$ cat src/rtl/score_tracker.sv
// rtl/score_tracker.sv - egg score to BCD / 7-segment converter (optional high score via HISCORE_EN)
module score_tracker #(
  parameter int SCORE_W   = 14,
  parameter int MAX_SCORE = 9999
) (
  input  logic               clk,
  input  logic               reset,
  input  logic [SCORE_W-1:0] score,
  input  logic               new_score,
  output logic               busy,
  output logic [15:0]        bcd,
  output logic               bcd_valid,
  output logic [6:0]         hex3,
  output logic [6:0]         hex2,
  output logic [6:0]         hex1,
  output logic [6:0]         hex0,
  output logic [15:0]        hi_bcd,
  output logic               new_hi
);

  localparam int                 CNT_W   = $clog2(SCORE_W);
  localparam logic [SCORE_W-1:0] MAX_VAL = SCORE_W'(MAX_SCORE);
  localparam logic [CNT_W-1:0]   LAST_IT = CNT_W'(SCORE_W - 1);
  localparam logic [6:0]         SEG_ZERO = 7'h40;

  typedef enum logic [1:0] {
    IDLE    = 2'd0,
    CONVERT = 2'd1,
    DONE    = 2'd2
  } state_t;

  state_t             r_state;
  state_t             w_state_nx;
  logic [SCORE_W-1:0] r_bin;
  logic [15:0]        r_scratch;
  logic [CNT_W-1:0]   r_count;
  logic               r_pending;
  logic [SCORE_W-1:0] r_pending_score;
  logic [15:0]        r_bcd;
  logic               r_bcd_valid;
  logic [6:0]         r_hex3;
  logic [6:0]         r_hex2;
  logic [6:0]         r_hex1;
  logic [6:0]         r_hex0;

  logic [15:0]        w_adj;
  logic [15:0]        w_scratch_nx;
  logic [SCORE_W-1:0] w_bin_nx;
  logic               w_restart;
  logic [SCORE_W-1:0] w_restart_val;

  // Saturate oversized scores so the four digits never overflow
  function automatic logic [SCORE_W-1:0] f_clamp(input logic [SCORE_W-1:0] v);
    return (v > MAX_VAL) ? MAX_VAL : v;
  endfunction

  // Active-low {g,f,e,d,c,b,a}; anything that is not a decimal digit shows blank
  function automatic logic [6:0] f_seg7(input logic [3:0] d);
    logic [6:0] s;
    case (d)
      4'd0:    s = 7'h40;
      4'd1:    s = 7'h79;
      4'd2:    s = 7'h24;
      4'd3:    s = 7'h30;
      4'd4:    s = 7'h19;
      4'd5:    s = 7'h12;
      4'd6:    s = 7'h02;
      4'd7:    s = 7'h78;
      4'd8:    s = 7'h00;
      4'd9:    s = 7'h10;
      default: s = 7'h7F;
    endcase
    return s;
  endfunction

  // A pulse arriving in the DONE cycle itself is newer than anything queued
  assign w_restart     = r_pending | new_score;
  assign w_restart_val = new_score ? score : r_pending_score;

  // One double-dabble step: add-3 on digits >= 5, then shift binary into scratch
  always_comb begin
    w_adj = r_scratch;
    for (int i = 0; i < 4; i++) begin
      if (r_scratch[4*i +: 4] >= 4'd5) begin
        w_adj[4*i +: 4] = r_scratch[4*i +: 4] + 4'd3;
      end
    end
    w_scratch_nx = {w_adj[14:0], r_bin[SCORE_W-1]};
    w_bin_nx     = {r_bin[SCORE_W-2:0], 1'b0};
  end

  // State register
  always_ff @(posedge clk) begin
    if (!reset) begin
      r_state <= IDLE;
    end else begin
      r_state <= w_state_nx;
    end
  end

  // Next-state decode: load, SCORE_W shift iterations, publish, optional restart
  always_comb begin
    w_state_nx = r_state;
    case (r_state)
      IDLE:    if (new_score) w_state_nx = CONVERT;
      CONVERT: if (r_count == LAST_IT) w_state_nx = DONE;
      DONE:    w_state_nx = w_restart ? CONVERT : IDLE;
      default: w_state_nx = IDLE;
    endcase
  end

  // Conversion datapath, one-deep latest-wins queue, and registered display outputs
  always_ff @(posedge clk) begin
    if (!reset) begin
      r_bin           <= '0;
      r_scratch       <= '0;
      r_count         <= '0;
      r_pending       <= 1'b0;
      r_pending_score <= '0;
      r_bcd           <= '0;
      r_bcd_valid     <= 1'b0;
      r_hex3          <= SEG_ZERO;
      r_hex2          <= SEG_ZERO;
      r_hex1          <= SEG_ZERO;
      r_hex0          <= SEG_ZERO;
    end else begin
      r_bcd_valid <= 1'b0;
      case (r_state)
        IDLE: begin
          if (new_score) begin
            r_bin     <= f_clamp(score);
            r_scratch <= '0;
            r_count   <= '0;
          end
        end
        CONVERT: begin
          r_scratch <= w_scratch_nx;
          r_bin     <= w_bin_nx;
          r_count   <= r_count + CNT_W'(1);
          if (new_score) begin
            r_pending       <= 1'b1;
            r_pending_score <= score;
          end
        end
        DONE: begin
          r_bcd       <= r_scratch;
          r_bcd_valid <= 1'b1;
          r_hex3      <= f_seg7(r_scratch[15:12]);
          r_hex2      <= f_seg7(r_scratch[11:8]);
          r_hex1      <= f_seg7(r_scratch[7:4]);
          r_hex0      <= f_seg7(r_scratch[3:0]);
          if (w_restart) begin
            r_bin     <= f_clamp(w_restart_val);
            r_scratch <= '0;
            r_count   <= '0;
            r_pending <= 1'b0;
          end
        end
        default: ;
      endcase
    end
  end

  assign busy      = (r_state != IDLE);
  assign bcd       = r_bcd;
  assign bcd_valid = r_bcd_valid;
  assign hex3      = r_hex3;
  assign hex2      = r_hex2;
  assign hex1      = r_hex1;
  assign hex0      = r_hex0;

`ifdef HISCORE_EN
  logic [15:0] r_hi_bcd;
  logic        r_new_hi;

  // Track the best result; BCD packing preserves numeric order so a plain compare works
  always_ff @(posedge clk) begin
    if (!reset) begin
      r_hi_bcd <= '0;
      r_new_hi <= 1'b0;
    end else begin
      r_new_hi <= 1'b0;
      if ((r_state == DONE) && (r_scratch > r_hi_bcd)) begin
        r_hi_bcd <= r_scratch;
        r_new_hi <= 1'b1;
      end
    end
  end

  assign hi_bcd = r_hi_bcd;
  assign new_hi = r_new_hi;
`else
  assign hi_bcd = 16'h0000;
  assign new_hi = 1'b0;
`endif

endmodule
$ cat config.mk
export PLATFORM = sky130hd
export DESIGN_NAME = score_tracker
export DESIGN_NICKNAME = d
export VERILOG_FILES = /design/src/rtl/score_tracker.sv
export SDC_FILE = /design/constraint.sdc
export NUM_CORES = 1
export LEC_CHECK = 0
export ABC_AREA = 1
export CELL_PAD_IN_SITES_DETAIL_PLACEMENT = 0
export CELL_PAD_IN_SITES_GLOBAL_PLACEMENT = 1
export CORE_MARGIN = 5
export CORE_UTILIZATION = 30
export DETAILED_ROUTE_END_ITERATION = 10
export GPL_TIMING_DRIVEN = 0
export PLACE_DENSITY_LB_ADDON = 0.1
export SLEW_MARGIN = 20
export SYNTH_ARGS = -nofsm -noshare
export SYNTH_HDL_FRONTEND = slang
export SYNTH_SLANG_ARGS = --single-unit
$ cat constraint.sdc
create_clock -name clk -period 2.3 [get_ports clk]
set_input_delay 0.575 -clock clk [delete_from_list [all_inputs] [get_ports clk]]
set_output_delay 0.575 -clock clk [all_outputs]
set_load 0.005 [all_outputs]
# Word-level counts from Yosys, hierarchy flattened
# Memories as Yosys holds them, arrays and structs flattened. A register that Yosys moved wholly into a read port is not among the register bits.
# Index checks and enable logic that the tools add are counted.
dict set report classes {
  n_addsub 5
  order_cmp 6
  n_eq_ne 7
  muxes 24
  bitwise_logic 1
  n_reduce_logical 11
}
# cell count
set op_table {}
lappend op_table {{two-way mux 14 bit} 5}
lappend op_table {{one-hot mux 16 bit (3 select lines)} 1}
lappend op_table {{one-hot mux 14 bit (3 select lines)} 1}
lappend op_table {{two-way mux 16 bit} 2}
lappend op_table {{greater-than comparator 14 bit, second input constant} 2}
lappend op_table {{two-way mux 4 bit} 5}
lappend op_table {{>= comparator 4 x 3 -> 1 bit, second input constant} 4}
lappend op_table {{adder 4 x 2 -> 4 bit, second input constant} 3}
lappend op_table {{one-hot mux 4 bit (3 select lines)} 1}
lappend op_table {{!= test 2 bit, second input constant} 4}
lappend op_table {{one-hot mux 2 bit (3 select lines)} 1}
lappend op_table {{AND reduction 3 bit} 2}
lappend op_table {{adder 4 x 1 -> 4 bit, second input constant} 1}
lappend op_table {{== test 4 bit, second input constant} 1}
lappend op_table {{logical NOT 1 bit} 4}
lappend op_table {{two-way mux 1 bit} 4}
lappend op_table {{two-way mux 2 bit} 2}
lappend op_table {{nonzero test 2 bit} 2}
lappend op_table {{adder 3 x 2 -> 3 bit, second input constant} 1}
lappend op_table {{two-way mux 3 bit} 1}
lappend op_table {{nonzero test 3 bit} 1}
lappend op_table {{== test 2 x 1 -> 1 bit, second input constant} 1}
lappend op_table {{== test 2 bit, second input constant} 1}
lappend op_table {{logical NOT 2 bit} 1}
lappend op_table {{other kinds (3)} 3}
dict set report word_totals {
  register_bits 68
  mem_bits_ro 448
  input_bits 17
  out_inout_bits 63
  elab_cells 66
  n_memories 4
}
# memory words word_bits rd rd_ports_with_merged_regs wr line_no
set memory_table {}
lappend memory_table {{(name not given)} 16 7 1 1 0 60} ;# case (d)
lappend memory_table {{(name not given)} 16 7 1 1 0 60}
lappend memory_table {{(name not given)} 16 7 1 1 0 60}
lappend memory_table {{(name not given)} 16 7 1 1 0 60}

# Longest topological paths before layout
# Gate-level depths: netlist (run 1).
dict set report logic_depth {
  depth_word 5
  mapped_depth 14
  ltp_nobuf 12
}

# Worst setup path after synthesis (run 1)
# Ideal clock, no wire load.
dict set report synth_timing {
  path_kind {register to register}
  from {register r_state[0]}
  to {register r_bin[6]}
  setup_time_ns 0.068
  arrival_ns 1.636
  required_ns 2.232
  slack_ns 0.596
  stages_incl_launch_ff 9
  path_buffers 2
  synth_period_minus_slack_ns 1.704
  cell_sequence {dfxtp_1 inv_1 ha_1 buf_2 clkinv_1 clkbuf_1 a21oi_1 nand2_1 a21oi_2}
}
dict set report synth_between {
  elab_chain_cells 3
  word_cells_on_any_way 8
  classes_between {eq/ne: 4; mux: 1; reduce/logical: 3}
}
# item line_no
set synth_rtl {}
lappend synth_rtl {{start, declared} 32} ;# state_t r_state;
lappend synth_rtl {{start signal, assigned} 97} ;# r_state <= w_state_nx;
lappend synth_rtl {{== test 2 bit (tied with other cells)} 128} ;# case (r_state)
lappend synth_rtl {{!= test 2 bit (no source line) or nonzero test 3 bit (tied branches)} --}
lappend synth_rtl {{AND reduction 3 bit (no source line)} --}
lappend synth_rtl {{end signal, assigned} 131} ;# r_bin <= f_clamp(score);
lappend synth_rtl {{end signal, assigned} 138} ;# r_bin <= w_bin_nx;
lappend synth_rtl {{end signal, assigned} 153} ;# r_bin <= f_clamp(w_restart_val);
lappend synth_rtl {{end, declared} 34} ;# logic [SCORE_W-1:0] r_bin;
# Several ways; a longest one is shown, not always the timed one.
# A chain may end at the register's enable or synchronous reset.

==> out/qor.csv, run 1 <==
stage;metric;value;unit
logic_synthesis;ys_warn_count;0;
global_routing;grt_max_degree;17;
global_routing;grt_usage;16.5;%
final_layout;drive_gt1_share;8.95;%
drt;avgViaCountPerCell;4.78;
clock_network;cts_tree;done;
logic_synthesis;synthSimpleGateAreaFrac;18.4;%
logic_synthesis;synth_cell_types;41;
place;place_congestion;0.877;
critical_path;worstReg2RegEnd;bcd[2];
final_layout;syn_to_final_growth;25.2;%
sta;rsz0062_at_grt;no;
clock_network;cts.sinks;96;
sta;clock_skew;0.00948;ns
pwr;power.leakage;2.63;nW
logic_synthesis;synth_top_family_by_area;compound AO/OA/AOI/OAI gates;
sta;slew_viol_final;0;
critical_path;critPathLaunchType;input port;
clock_network;htreeDepth;3;
clock_network;cts_setup_buffers;0;
pwr;p_per_area;1020;nW/um^2
floorplanning;io_pins;80;
final_layout;multi_input_area;2610;sq um
logic_synthesis;synth_edf_count;0;
sta;fin_crit_sh;96.6;%
place;pre_cts_ws;-0.291;ns
pwr;ir_drop;0.424;mV
logic_synthesis;syn-cell-area;5080;sq um
logic_synthesis;ys.flop_type;dfxtp_1;
pwr;power.total;6.49;mW
place;dpl.hpwl;11900;microns
flow_run;maxCapViolCount;0;
global_routing;grt_pass1_wl;25700;microns
drt;first_iter_violations;349;
floorplanning;rows;47;
critical_path;critPathRequiredTime;2.58;ns
sta;report.final.hold_viol_count;0;
critical_path;path_max_fanout;10;
critical_path;r2r_start;r_state[0];
sta;tightest_slew;0.813;ns
clock_network;clock_path_buffers;2;
logic_synthesis;synth_compound_area_share;24.1;%
clock_network;numCtsBuffers;9;
global_routing;grt_overflow;0;
critical_path;cp_data_arrival_time;2.51;ns
sta;period_minus_slack;2.22;ns
drt;firstDrtPassIters;5;
logic_synthesis;async_reset_ff_share;0;%
global_routing;grt_pass1_vias;4627;
sta;max_freq;450;MHz
floorplanning;coreArea;16600;sq um
floorplanning;die-area;19600;sq um
clock_network;clk_pin_slew_worst_paths;0.07;ns
critical_path;end_kind;register;
sta;setup_violations;0;
drt;drc_errors;0;
logic_synthesis;ys_seq_elements;96;
critical_path;path_class;in2reg;
logic_synthesis;ys_seq_area_share;37.8;%
final_layout;nets;832;
logic_synthesis;syn_inst;700;
global_routing;antenna_found_initial;0;
floorplanning;start_util;30.6;%
hold_path;hp-class;reg2reg;
critical_path;r2r_setup_slack;0.25;ns
critical_path;startpoint;reset;
drt;vias;4845;
floorplanning;die_w;140;microns
final_layout;seq_area;1920;sq um
hold_path;min_path_cells;2;
hold_path;whs_endpoint;r_bin[4];
final_layout;nFillCells;1783;
drt;final_antenna_net_count;0;
place;io_buffer_count;61;
sta;relSlewSlack;45.8;%
sta;fin_ws;0.0780;ns
logic_synthesis;synth_adder_area_share;6.65;%
logic_synthesis;yosys-mux-area-fraction;0;%
floorplanning;die_y;140;microns
clock_network;cts_root_buf;clkbuf_16;
critical_path;reg2regPathDepth;6;
drt;wire_per_inst;16.2;microns
clock_network;clock_latency;0.35;ns
run_status;status;finished, final reports clean;
hold_path;hold_start;r_bin[4];
drt;postRouteWirelength;16400;microns
logic_synthesis;avgSynthCellArea;7.26;sq um
final_layout;antenna_cells;0;
logic_synthesis;synthXorXnorAreaFrac;0.862;%
==> layout make-up <==
class / instances / share of cell area, %
Clock inverter: 5 / 1.36
Buffer: 55 / 5.37
Sequential cell: 96 / 30.2
Tap cell: 220 / 4.33
Timing Repair Buffer: 61 / 9.60
Clock buffer: 11 / 3.82
Multi-Input combinational cell: 492 / 41.0
Inverter: 73 / 4.31
==> repair_timing <==
item,CTS,global route
endpoints found under the hold margin,0,0
hold buffers,0,0
endpoints found under the setup margin,0,8
gates resized for setup,0,5
==> flip-flops by register name, indices dropped and copies added (netlist names) <==
name             count
r_pending_score     14
r_count              4
hex1                 7
hex3                 7
r_bin               14
r_pending            1
hex0                 7
r_scratch           16
hex2                 7
bcd                 16
bcd_valid            1
r_state              2
==> worst max-delay path, cell delays in order <==
cell and delay (ns):
clkdlybuf4s50_1 0.49, clkbuf_1 0.54, buf_1 0.59, o21ai_0 0.19, nor2_1 0.12
==> how the worst max path moves through the flow <==
stage	end	depth (start not counted)
final	r_pending	5
after global routing	r_pending	5
after CTS	busy	4
after detailed placement	hex3[5]	5
after global placement	hex3[1]	5
after floorplan	r_bin[6]	8
==> stage by stage <==
stage	hold WS [ns]	utilization, %	area, sq um	TNS (ns)	std cells
floorplan	0.436	-	5140	0	716
global placement	0.456	36.3	6030	-9.19	997
detailed placement	0.462	36.3	6030	-10.45	997
CTS	0.473	38.3	6360	0	1013
global route	0.490	38.4	6360	0	1013
finish	0.471	38.4	6360	0	1013
==> routing by layer <==
metal | up-vias | wire [microns] | track usage (%)
li1 | 2464 | - | -
met1 | 2255 | 8110 | 23.6
met2 | 111 | 7320 | 25.5
met3 | 15 | 748 | 2.69
met4 | 0 | 239 | 4.95
met5 | - | 0 | 0
==> power breakdown <==
part / internal [mW] / total, mW / switching [mW] / leakage [nW]
combinational: 0.985 / 2.53 / 1.54 / 1.68
clock: 0.995 / 1.69 / 0.695 / 0.161
sequential: 2.05 / 2.28 / 0.226 / 0.783
total: 4.03 / 6.49 / 2.46 / 2.63
==> cells in the final DEF, fill, tap and decap left out, types with 6 or more instances in the layout <==
cell / synthesis / routed
o21ai_0: 70 / 70
clkbuf_1: 22 / 21
nor3_1: 7 / 7
dfxtp_1: 96 / 95
a21oi_2: 6 / 6
a211oi_1: 15 / 15
conb_1: 1 / 17
nor2_1: 53 / 53
clkbuf_16: 0 / 9
buf_2: 6 / 6
a31oi_1: 6 / 6
ha_1: 27 / 27
inv_1: 66 / 66
a21oi_1: 87 / 87
clkdlybuf4s50_1: 0 / 61
nand2_1: 147 / 147
o211ai_1: 9 / 9
buf_4: 19 / 19
nand3_1: 12 / 12
==> Yosys cell counts (6+ instances only) <==
library cell	instances	area, sq um
buf_4	19	143
a31oi_1	6	37.5
inv_1	66	248
a21oi_1	87	435
ha_1	27	338
nor2_1	53	199
o21ai_0	70	350
o211ai_1	9	67.6
nand2_1	147	552
a21oi_2	6	52.6
nand3_1	12	60.1
clkbuf_1	22	82.6
a211oi_1	15	113
dfxtp_1	96	1920
nor3_1	7	35.0
buf_2	6	30.0
==> kinds of logic (layout without fill, tap and decap cells) <==
logic type / after synthesis / after routing
buf+inv: 128 / 205
other cells: 1 / 17
xor+xnor: 5 / 5
simple gates: 229 / 229
fa+ha+maj: 27 / 27
compound gates: 214 / 214
flops: 96 / 96
(Power assumes the default switching activity.)
==> inputs of run 2 (changes only) <==
==> constraint.sdc (replaced) <==
create_clock -name clk -period 2.3 [get_ports clk]
set_input_delay 0.23 -clock clk [delete_from_list [all_inputs] [get_ports clk]]
set_output_delay 0.23 -clock clk [all_outputs]
set_load 0.005 [all_outputs]
==> out/qor.csv, run 2 (synthesis results as in run 1) <==
stage;metric;value;unit;change
drt;avgViaCountPerCell;4.78;;about the same
clock_network;cts_setup_buffers;0;;unchanged
floorplanning;io_pins;80;;unchanged
floorplanning;die_w;140;microns;unchanged
sta;slew_viol_final;0;;unchanged
final_layout;fin_util;38.3;%;was 38.4%
drt;firstDrtPassIters;5;;unchanged
final_layout;final_cell_mix;147 x nand2_1, 96 x dfxtp_1, 87 x a21oi_1, 70 x o21ai_0, 66 x inv_1;;was 147 x nand2_1, 95 x dfxtp_1, 87 x a21oi_1, 70 x o21ai_0, 66 x inv_1
sta;period_minus_slack;2.07;ns;was 2.22 ns
global_routing;grt_max_degree;17;;unchanged
drt;drc_errors;0;;unchanged
sta;whs;0.336;ns;was 0.471 ns
drt;wire_per_inst;16.2;microns;about the same
place;io_buffer_count;61;;unchanged
drt;first_iter_violations;341;;was 349
clock_network;cts.sinks;96;;unchanged
clock_network;postCtsHoldBufs;0;;unchanged
sta;fin_tns_setup;0;ns;unchanged
critical_path;path_buf_inv;5;;was 3
clock_network;cts_resized;0;;unchanged
drt;postRouteWirelength;16400;microns;about the same
clock_network;clock_latency;0.35;ns;about the same
critical_path;cpPeakStageDelay;0.52;ns;was 0.59 ns
sta;relSlewSlack;46.3;%;was 45.8%
critical_path;critPathRequiredTime;2.59;ns;was 2.58 ns
clock_network;cts_tree;done;;unchanged
global_routing;grt_pass1_vias;4627;;unchanged
place;dpl.hpwl;11900;microns;unchanged
final_layout;final_common_cell;nand2_1;;unchanged
critical_path;path_class;reg2reg;;was in2reg
final_layout;nets;832;;unchanged
sta;max_freq;483;MHz;was 450 MHz
critical_path;path_max_fanout;10;;unchanged
place;dp_cells;997;;unchanged
sta;rsz0062_at_grt;no;;unchanged
final_layout;design_area;6360;sq um;about the same
hold_path;hp-class;in2reg;;was reg2reg
critical_path;end_kind;register;;unchanged
critical_path;slowest_stage;clkbuf_1;;was buf_1
run_status;status;finished, final reports clean;;unchanged
clock_network;clk_pin_slew_worst_paths;0.07;ns;about the same
clock_network;htreeDepth;3;;unchanged
clock_network;clock_path_buffers;2;;unchanged
pwr;ir_drop;0.425;mV;was 0.424 mV
sta;tightest_slew;0.805;ns;was 0.813 ns
drt;final_antenna_net_count;0;;unchanged
final_layout;drive_gt1_share;8.58;%;was 8.95%
pwr;power.total;6.50;mW;was 6.49 mW
pwr;p_per_area;1020;nW/um^2;about the same
global_routing;grt_usage;16.5;%;unchanged
place;placed_area;6030;sq um;unchanged
global_routing;grt_pass1_wl;25700;microns;unchanged
sta;setup_violations;0;;unchanged
sta;fin_crit_sh;90.1;%;was 96.6%
sta;fin_ws;0.228;ns;was 0.0780 ns
critical_path;cp_data_arrival_time;2.37;ns;was 2.51 ns
sta;report.final.hold_viol_count;0;;unchanged
final_layout;stdcell_count;1013;;unchanged
sta;clock_skew;0.00836;ns;was 0.00948 ns
drt;vias;4843;;was 4,845
critical_path;critPathLaunchType;register;;was input port
critical_path;crit_path_frequent_cell;inv_1;;
global_routing;antenna_found_initial;0;;unchanged
place;place_congestion;0.877;;unchanged
final_layout;syn_to_final_growth;25.1;%;was 25.2%
floorplanning;die-area;19600;sq um;unchanged
floorplanning;rows;47;;unchanged
floorplanning;coreArea;16600;sq um;unchanged
floorplanning;start_util;30.6;%;unchanged
final_layout;nFillCells;1781;;was 1,783
clock_network;numCtsBuffers;9;;unchanged
pwr;power.leakage;2.62;nW;was 2.63 nW
floorplanning;die_y;140;microns;unchanged
final_layout;antenna_cells;0;;unchanged
critical_path;path_cells;inv_1 -> ha_1 -> buf_2 -> inv_2 -> clkbuf_1 -> nor2_1 -> o21ai_0 -> o211ai_1 -> inv_1;;was clkdlybuf4s50_1 -> clkbuf_1 -> buf_1 -> o21ai_0 -> nor2_1
flow_run;maxCapViolCount;0;;unchanged
critical_path;critPathTopFamily;buffers and inverters;;unchanged
clock_network;cts_root_buf;clkbuf_16;;unchanged
place;pre_cts_ws;0.0542;ns;was -0.291 ns
global_routing;grt_overflow;0;;unchanged
run 2: cell count changes in the layout (fill, tap and decap cells not counted):
cell | before | now
clkbuf_1 | 21 | 23
clkbuf_2 | 2 | 0
dfxtp_2 | 1 | 0
dfxtp_1 | 95 | 96
run 2: cell type report:
type	count	area, sq um	share of cell area, %
clock inverters	5	86.3	1.36
plain buffers	55	339	5.33
repair buffers	61	611	9.61
flip-flops and latches	96	1920	30.2
inverters	73	274	4.31
multi-input cells	492	2610	41.0
well taps	220	275	4.33
clock buffers	11	243	3.82
run 2: worst paths after layout:
kind              end  cells past startpoint  startpoint  slack [ns]
max           hex3[2]                      9  r_state[0]        0.23
min          r_bin[8]                      5   new_score        0.34
max reg2reg   hex3[2]                      9  r_state[0]        0.23
min reg2reg  r_bin[4]                      2    r_bin[4]        0.47
run 2: routing by layer:
| layer | track usage [%] | wire, microns | part of all wire, % | vias up |
|---|---|---|---|---|
| met1 | 23.6 | 8130 | 50 | 2251 |
| met3 | 2.69 | 766 | 4.7 | 15 |
| met5 | 0 | 0 | 0 | - |
| met4 | 4.95 | 238 | 1.4 | 0 |
| li1 | - | - | - | 2464 |
| met2 | 25.5 | 7280 | 44 | 113 |
run 2: where the power goes:
part / total, mW / switching, mW / internal, mW / leakage, nW
logic: 2.52 / 1.54 / 0.985 / 1.68
clock network: 1.70 / 0.702 / 0.995 / 0.161
registers: 2.28 / 0.227 / 2.05 / 0.782
total: 6.50 / 2.47 / 4.03 / 2.62
run 2: worst min-delay path: cells and delay by family:
kind / cells / cell delay, ns
buffers and inverters: 1 / 0.12
and+or+nand+nor: 3 / 0.23
AOI/OAI and AO/OA: 1 / 0.05
